<file path="src/rtl/ps2_pkg.sv">
// ---------------------------------------------------------------------------
// ps2_pkg
// Shared PS/2 definitions for the device-side transmitter and the receiver.
//   ps2_state_e  : transmitter FSM states
//   FRAME_BITS   : bits per PS/2 frame (start, 8 data, parity, stop)
//   odd_parity() : parity bit that makes the 9-bit data+parity word odd
//   build_frame(): frame image, bit 0 is the first bit on the wire
// ---------------------------------------------------------------------------
package ps2_pkg;

    typedef enum logic [2:0] {
        IDLE,
        HIGH,
        LOW,
        GAP,
        HOLD
    } ps2_state_e;

    localparam int FRAME_BITS = 11;
    localparam int BIT_CNT_W  = 4;

    function automatic logic odd_parity(input logic [7:0] data);
        return ~^data;
    endfunction

    function automatic logic [FRAME_BITS-1:0] build_frame(input logic [7:0] data);
        return {1'b1, odd_parity(data), data, 1'b0};
    endfunction

endpackage

</file>
<file path="src/rtl/ps2_clk_div.sv">
// ---------------------------------------------------------------------------
// ps2_clk_div
// Half-period timer for the PS/2 transmitter. Counts clk cycles from 0 and
// raises tick while the count equals CLK_DIV-1. A clear restarts the count,
// so every state begins a full half-period with no carried-over phase.
//   clk   : system clock
//   reset : asynchronous active-low reset
//   clear : restart count at 0 on the next edge
//   tick  : last cycle of the current half-period
// ---------------------------------------------------------------------------
module ps2_clk_div #(
    parameter int CLK_DIV = 50
) (
    input  logic clk,
    input  logic reset,
    input  logic clear,
    output logic tick
);

    localparam int CNT_W = 10;

    logic [CNT_W-1:0] cnt;

    assign tick = (cnt == CNT_W'(CLK_DIV - 1));

    always_ff @(posedge clk or negedge reset) begin
        if (!reset) begin
            cnt <= '0;
        end else if (clear || tick) begin
            cnt <= '0;
        end else begin
            cnt <= cnt + 1'b1;
        end
    end

endmodule

</file>
<file path="src/rtl/ps2_tx.sv">
// ---------------------------------------------------------------------------
// ps2_tx
// Device-side PS/2 frame transmitter: sends one byte as an 11-bit frame
// (start 0, data LSB first, odd parity, stop 1) followed by one idle gap.
// A host inhibit before the stop bit aborts the attempt; the byte is kept
// and the whole frame is resent once the host releases the line.
//   clk      : system clock
//   reset    : asynchronous active-low reset
//   tx_data  : byte to send, captured when tx_valid && ready
//   tx_valid : tx_data valid
//   ready    : idle and not inhibited
//   inhibit  : host holding the clock line low (synchronous to clk)
//   ps2_clk  : PS/2 clock, idle high (registered)
//   ps2_data : PS/2 data, idle high (registered)
//   done     : one-cycle pulse after the gap of a completed frame
//
//   state | meaning
//   IDLE  | lines released, waiting for a byte
//   HIGH  | ps2_clk high half of the current bit
//   LOW   | ps2_clk low half of the current bit
//   GAP   | lines released for one half-period after the stop bit
//   HOLD  | attempt aborted by inhibit, waiting to resend
// ---------------------------------------------------------------------------
module ps2_tx
    import ps2_pkg::*;
#(
    parameter int CLK_DIV = 50
) (
    input  logic       clk,
    input  logic       reset,
    input  logic [7:0] tx_data,
    input  logic       tx_valid,
    output logic       ready,
    input  logic       inhibit,
    output logic       ps2_clk,
    output logic       ps2_data,
    output logic       done
);

    localparam logic [BIT_CNT_W-1:0] LAST_BIT = BIT_CNT_W'(FRAME_BITS - 1);

    ps2_state_e              state_q, state_d;
    logic [BIT_CNT_W-1:0]    bit_cnt_q, bit_cnt_d;
    logic [FRAME_BITS-1:0]   frame_q, frame_d;
    logic [7:0]              byte_q, byte_d;
    logic                    ps2_clk_d, ps2_data_d, done_d;
    logic                    tick, div_clear, accept, abortable;

    assign ready     = (state_q == IDLE) && !inhibit;
    assign accept    = tx_valid && ready;
    // Once the stop bit is on the wire the host can no longer abort.
    assign abortable = (bit_cnt_q < LAST_BIT);
    // Holding the count at 0 while inhibited makes the resend delay start
    // at the release of inhibit.
    assign div_clear = (state_d != state_q) || ((state_q == HOLD) && inhibit);

    ps2_clk_div #(.CLK_DIV(CLK_DIV)) u_div (
        .clk   (clk),
        .reset (reset),
        .clear (div_clear),
        .tick  (tick)
    );

    always_comb begin
        state_d   = state_q;
        bit_cnt_d = bit_cnt_q;
        frame_d   = frame_q;
        byte_d    = byte_q;
        done_d    = 1'b0;
        case (state_q)
            IDLE: begin
                if (accept) begin
                    state_d   = HIGH;
                    bit_cnt_d = '0;
                    byte_d    = tx_data;
                    frame_d   = build_frame(tx_data);
                end
            end
            HIGH: begin
                if (inhibit && abortable) begin
                    state_d = HOLD;
                end else if (tick) begin
                    state_d = LOW;
                end
            end
            LOW: begin
                if (inhibit && abortable) begin
                    state_d = HOLD;
                end else if (tick) begin
                    if (abortable) begin
                        state_d   = HIGH;
                        bit_cnt_d = bit_cnt_q + 1'b1;
                        frame_d   = {1'b1, frame_q[FRAME_BITS-1:1]};
                    end else begin
                        state_d = GAP;
                    end
                end
            end
            GAP: begin
                if (tick) begin
                    state_d = IDLE;
                    done_d  = 1'b1;
                end
            end
            HOLD: begin
                if (!inhibit && tick) begin
                    state_d   = HIGH;
                    bit_cnt_d = '0;
                    frame_d   = build_frame(byte_q);
                end
            end
            default: state_d = IDLE;
        endcase

        // Outputs are decoded from the next state so the registered lines
        // change on the same edge as the state register.
        ps2_clk_d  = (state_d != LOW);
        ps2_data_d = ((state_d == HIGH) || (state_d == LOW)) ? frame_d[0] : 1'b1;
    end

    always_ff @(posedge clk or negedge reset) begin
        if (!reset) begin
            state_q   <= IDLE;
            bit_cnt_q <= '0;
            frame_q   <= '1;
            byte_q    <= '0;
            ps2_clk   <= 1'b1;
            ps2_data  <= 1'b1;
            done      <= 1'b0;
        end else begin
            state_q   <= state_d;
            bit_cnt_q <= bit_cnt_d;
            frame_q   <= frame_d;
            byte_q    <= byte_d;
            ps2_clk   <= ps2_clk_d;
            ps2_data  <= ps2_data_d;
            done      <= done_d;
        end
    end

endmodule

</file>
<file path="config.mk">
export PLATFORM = sky130hd
export DESIGN_NAME = ps2_tx
export DESIGN_NICKNAME = d
export VERILOG_FILES = /design/src/rtl/ps2_pkg.sv /design/src/rtl/ps2_clk_div.sv /design/src/rtl/ps2_tx.sv
export SDC_FILE = /design/constraint.sdc
export NUM_CORES = 1
export LEC_CHECK = 0
export BUFFER_PORTS_ARGS = -buffer_cell sky130_fd_sc_hd__buf_2
export CAP_MARGIN = 20
export CORE_AREA = 2 2 67 69
export DETAILED_ROUTE_END_ITERATION = 16
export DIE_AREA = 0 0 69 71
export PLACE_DENSITY = 0.76
export SLEW_MARGIN = 20
export SYNTH_ARGS = -nofsm -noshare
export SYNTH_HDL_FRONTEND = slang
export SYNTH_SLANG_ARGS = --single-unit
</file>
<file path="constraint.sdc">
create_clock -name clk -period 2.03 [get_ports clk]
set_input_delay 0.203 -clock clk [delete_from_list [all_inputs] [get_ports clk]]
set_output_delay 0.203 -clock clk [all_outputs]
set_load 0.05 [all_outputs]
</file>
**Word level (Yosys, flattened, before mapping)**

Index checks and enable logic that the tools add are counted.

- Add/sub/neg operators: 2
- $mul: 0
- Div/mod/pow operators: 0
- Magnitude comparators: 1
- Eq/ne operators: 14
- Shifts and indexed selects: 0
- Multiplexer cells: 25
- Bitwise operators: 0
- Reduce and logical (&&, ||, !) cells: 15

Operator list:

| operator | count |
|---|---|
| $mux W11 | 5 |
| $pmux W11 S3 | 1 |
| $mux W3 | 7 |
| $mux W4 | 5 |
| $reduce_xnor A8 Y1 | 2 |
| $pmux W3 S5 | 1 |
| $pmux W4 S3 | 1 |
| $add A10 B1 Y10 const B | 1 |
| $eq A10 B6 Y1 const B | 1 |
| $mux W10 | 1 |
| $eq A3 B2 Y1 const B | 3 |
| $ne A2 B2 Y1 const B | 4 |
| $eq A3 B1 Y1 const B | 2 |
| $reduce_and A6 Y1 | 1 |
| $logic_and A1 B1 Y1 | 5 |
| $add A4 B1 Y4 const B | 1 |
| $lt A4 B4 Y1 const B | 1 |
| $eq A3 B3 Y1 const B | 1 |
| $logic_not A3 Y1 | 1 |
| $logic_or A1 B1 Y1 | 3 |
| $mux W1 | 3 |
| $ne A3 B2 Y1 const B | 1 |
| $ne A3 B3 Y1 | 1 |
| $reduce_bool A3 Y1 | 1 |
| 4 further kinds | 4 |

- Bits in registers: 39
- Bits in latches: 0
- Bits in writable memories: 0
- ROM bits: 0
- Bits of input ports: 12
- Output and inout port bits: 4
- Logic and storage cells: 66
- Memories kept: 0

**Longest topological paths before layout**

- Depth in word-level cells: 9
- Gate-level depth with buffers: 11
- Gate-level depth less buffers: 9

**Hierarchy**

From an unflattened synthesis, not the netlist that was laid out.

- Cell total of the unflattened synthesis: 210
- Area, all modules: 2034.5 um^2

Modules (own cells, without submodules):

| module | times used | cells an instance | area each (um^2) | seq. area each (um^2) |
|---|---|---|---|---|
| ps2_tx | 1 | 161 | 1532.7 | 742.0 |
| ps2_clk_div | 1 | 49 | 501.7 | 250.2 |

**Least setup slack after synthesis**

No wires, ideal clock.

- Kind: register to register
- Start point: register state_q[1]
- End point: register byte_q[0]
- Setup time: 0.125 ns
- Arrival: 2.317 ns
- Data required time: 1.905 ns
- Path slack: -0.412 ns
- Cell stages (with the launch flop): 6
- Buffers on the path: 2
- Period minus slack after synthesis: 2.442 ns
- Cell sequence: dfrtp_1 -> nor4_2 -> and2_1 -> buf_2 -> buf_2 -> mux2_2

- Word-level cells in the longest chain between the ends: 4

Ends and longest elaborated chain:

| what | line | source |
|---|---|---|
| start: declaration | ps2_tx.sv:42 | `ps2_state_e state_q, state_d;` |
| start signal: assignment | ps2_tx.sv:131 | `state_q <= state_d;` |
| $logic_not A3 Y1 | ps2_tx.sv:49 | `assign ready = (state_q == IDLE) && !inhibit;` |
| $logic_and A1 B1 Y1 | ps2_tx.sv:49 |  |
| via ready | ps2_tx.sv:33 | `output logic ready,` |
| $logic_and A1 B1 Y1 | ps2_tx.sv:50 | `assign accept = tx_valid && ready;` |
| $reduce_and A2 Y1 (no source line) | n/a |  |
| end signal: assignment | ps2_tx.sv:134 | `byte_q <= byte_d;` |
| end: declaration | ps2_tx.sv:45 | `logic [7:0] byte_q, byte_d;` |

The timed path passes the listed nets, and every way through them passes these cells.
A chain may end at the register's enable or synchronous reset.

**Final worst setup path**

- Start point: register u_div.cnt[1]
- End point: register ps2_data

- Word-level cells in the longest chain between the ends: 7
- Elaborated cells between the ends (all ways): 17
- Those cells by class: eq/ne: 3; mux: 12; reduce/logical: 2

Ends and longest elaborated chain:

| what | line | source |
|---|---|---|
| start: declaration | ps2_clk_div.sv:22 | `logic [CNT_W-1:0] cnt;` |
| start signal: assignment | ps2_clk_div.sv:32 | `cnt <= cnt + 1'b1;` |
| $eq A10 B6 Y1 * | ps2_clk_div.sv:24 | `assign tick = (cnt == CNT_W'(CLK_DIV - 1));` |
| $mux W3, or another cell as far along | ps2_tx.sv:89 | `end else if (tick) begin` |
| $mux W3 (on tied branches) | ps2_tx.sv:87, ps2_tx.sv:80, ps2_tx.sv:106 |  |
| $pmux W3 S5 * | ps2_tx.sv:70 | `case (state_q)` |
| via state_d[1] | ps2_tx.sv:42 |  |
| $eq A3 B1 Y1 / $eq A3 B2 Y1 (equally long branches) | ps2_tx.sv:118 | `ps2_data_d = ((state_d == HIGH) \|\| (state_d == LOW)) ? frame_d[0] : 1'b1;` |
| $logic_or A1 B1 Y1 * | ps2_tx.sv:118 |  |
| $mux W1 * | ps2_tx.sv:118 |  |
| via ps2_data_d | ps2_tx.sv:46 | `logic ps2_clk_d, ps2_data_d, done_d;` |
| end signal: assignment | ps2_tx.sv:136 | `ps2_data <= ps2_data_d;` |
| end: declaration | ps2_tx.sv:36 | `output logic ps2_data,` |

Mark *: on every way through the listed nets, which the timed path passes. The rest lies on a longest branch. The select of a mux whose other input is x is not followed.

==> summary.md <==
| Metric | Value |
|---|---|
| RSZ-0062 raised after global routing | `yes` |
| Cell variety after synth | `50` |
| Worst slew pin tran | `0.8364 ns` |
| Worst Skew | `0.005008 ns` |
| Pins Over Slew Limit | `0` |
| Synthesis-to-finish area growth | `18.33%` |
| Worst hold-check path type | `in2async` |
| Gr ovfl total | `0` |
| Met1 usage | `22.97%` |
| Dominant synthesized flop cell | `dfrtp_1` |
| Synth Area per Inst | `11.53 sq um` |
| Fmax | `482.8 MHz` |
| Outcome | `complete, but fails checks` |
| Worst slack, placed | `-0.05710 ns` |
| PortBufs | `15` |
| Final setup margin | `-0.04142 ns` |
| Final hold violations | `0` |
| Synth Instances | `183` |
| Yosys warning count | `0` |
| Vias in the first global route | `1510` |
| Design Area, Final | `2496 sq um` |
| Global-route usage over all layers | `17.38%` |
| Global Route met2 Usage | `27.88%` |
| Crit. End Element | `register` |
| Ports | `16` |
| Starting DRC count in detailed routing | `103` |
| Total die area | `4899 sq um` |
| Max Cap Viol | `0` |
| Clock Path Buffers | `2` |
| CTS Root Cell | `clkbuf_8` |
| Drt first pass iters | `4` |
| Slew margin rel. | `44.24%` |
| Ys async rst share | `100.0%` |
| Vias per std cell | `5.608` |
| Nets | `230` |
| Met3 GRT Util | `4.843%` |
| Critical path class | `reg2reg` |
| Routed len/inst | `15.09 um` |
| Power Total | `3.091 mW` |
| Area of the mapped netlist | `2110 sq um` |
| Most frequent cells in the layout | `dfrtp_1, xnor2_1, buf_4, buf_2, dfstp_2` |
| Leak | `1.068 nW` |
| First-pass GRT wire length | `6893 um` |
| H-Tree Depth | `2` |
| Power density over the cells | `1238 nW/um^2` |
| Seq cells post-synth | `39` |
| Sequential fraction of the synthesis area | `47.03%` |
| VDD IR-drop max | `472.4 uV` |
| Clock latency on the worst-skew pair | `0.29 ns` |
| Placed cells | `258` |
| Min cycle time layout | `2.071 ns` |
| Post-Syn Nets | `198` |
| Die width | `69 um` |
| Final ANT Viol Nets | `0` |
| Post-synth EDFFs | `0` |
| Initial antenna violation count | `0` |
| CTS Sinks | `39` |
| Cts hold-fix bufs | `0` |
| Initial core utilization | `50.18%` |
| CTS tree | `yes` |
| Final clock period utilization by the worst path | `102.0%` |
| DIE HEIGHT | `71 um` |
| Gpl congestion | `0.8482` |
| Via Count | `1503` |
| Crit-path max FO | `4` |
| Hpwl dp | `2863 um` |
| Required time of the worst setup path | `2.24 ns` |
| N_diodes | `0` |
| FILL cells | `352` |
| Failing checks | `setup timing` |
| Top Usage Layer GRT | `met2` |
| Worst hold slack | `0.01330 ns` |
| Share of layout cells above drive strength 1 | `39.35%` |
| DRC | `0` |
| Finished Core Util | `59.38%` |
| Most common cell after layout, fill and taps aside | `dfrtp_1` |
| Cell Area, Placed | `2347 sq um` |
| Setup TNS | `-0.2485 ns` |
| DRT Wirelength | `4045 um` |
| Critical Path Source Type | `register` |
| Core Rows | `24` |
| Reg clk slew, reported paths | `0.07 ns` |
| Final setup fails | `11` |
| Non-Filler Instances | `268` |
| Pin count of the biggest net entering global routing | `40` |
| Core Footprint | `4204 sq um` |
| CTS buffer count | `5` |
| Worst path arrival time | `2.28 ns` |
[timing repair]
item	in CTS	in global routing
pin swaps	2	0
setup buffers	1	1
endpoints found under the setup margin	11	23
gates cloned	0	0
gates resized for setup	3	0
[registers in the layout (all words and copies together) (netlist names)]
| name | count |
|---|---|
| bit_cnt_q | 4 |
| u_div.cnt | 10 |
| frame_q | 11 |
| ps2_data | 1 |
| done | 1 |
| byte_q | 8 |
| ps2_clk | 1 |
| state_q | 3 |
[worst max-delay path, cell delays in order, from the launching register on]
cell and delay [ns]:
dfrtp_1 0.38, inv_1 0.06, ha_1 0.16, nor4b_4 0.22
nand4_2 0.19, buf_4 0.20, a211oi_2 0.20, a31oi_2 0.14
xnor2_1 0.13, or3_1 0.31
[cell usage after synthesis (3+ instances only)]
cell / count / share of area [%]
a21oi_1: 3 / 0.71
a221o_1: 9 / 4.3
a22o_1: 10 / 4.2
and4b_1: 3 / 1.4
buf_2: 5 / 1.2
dfrtp_1: 26 / 31
dfstp_2: 13 / 16
ha_1: 3 / 1.8
mux2_2: 10 / 5.3
nand2_1: 6 / 1.1
nand3_1: 4 / 0.95
nand3b_1: 4 / 1.4
nor2_1: 8 / 1.4
nor2_2: 9 / 2.7
nor2b_1: 4 / 1.2
o21ai_0: 4 / 0.95
xnor2_1: 20 / 8.3
xor2_1: 4 / 1.7
[cells by family (layout without fill, tap and decap cells)]
family / count (synthesis) / count (layout) / share of synthesized area (%)
adder cells (fa/ha/maj): 3 / 3 / 1.780
AO/OA/AOI/OAI: 36 / 36 / 14.18
multiplexers: 11 / 11 / 5.813
buffers and inverters: 12 / 45 / 3.143
flip-flops: 39 / 39 / 47.03
XOR/XNOR: 24 / 24 / 9.964
AND/OR/NAND/NOR: 58 / 58 / 18.09
[routing by layer]
| metal | vias to the layer above | wire length, um |
|---|---|---|
| met5 | - | 0 |
| met4 | 0 | 19 |
| met3 | 2 | 154 |
| met2 | 32 | 2008 |
| met1 | 744 | 1863 |
| li1 | 725 | - |
[where the power goes]
group          internal (mW)  leakage, nW  switching (mW)
Combinational          0.640        0.530           0.550
Clock                  0.398       0.0612           0.269
Sequential              1.07        0.476           0.167
[final cells by class]
type / count / area (sq um) / area share [%]
multi-input cells: 132 / 1076 / 43.11
flip-flops and latches: 39 / 992.2 / 39.75
repair buffers: 35 / 237.7 / 9.524
clock buffers: 6 / 82.58 / 3.308
well taps: 52 / 65.06 / 2.607
clock inverters: 2 / 35.03 / 1.404
inverters: 2 / 7.507 / 0.3008
[final timing paths]
kind	start	to	slack, ns	cells past startpoint
min in group clk	tx_data[5]	byte_q[5]$_DFFE_PN0P_	0.19	2
worst max register to register	u_div.cnt[1]$_DFF_PN0_	ps2_data$_DFF_PN1_	-0.04	9
worst max-delay path	u_div.cnt[1]$_DFF_PN0_	ps2_data$_DFF_PN1_	-0.04	9
max in group asynchronous	reset	byte_q[2]$_DFFE_PN0P_	1.49	1
worst min register to register	frame_q[10]$_DFFE_PN1P_	frame_q[10]$_DFFE_PN1P_	0.51	1
worst min-delay path	reset	state_q[2]$_DFF_PN0_	0.01	1
Power figures use the tool's default switching activity.
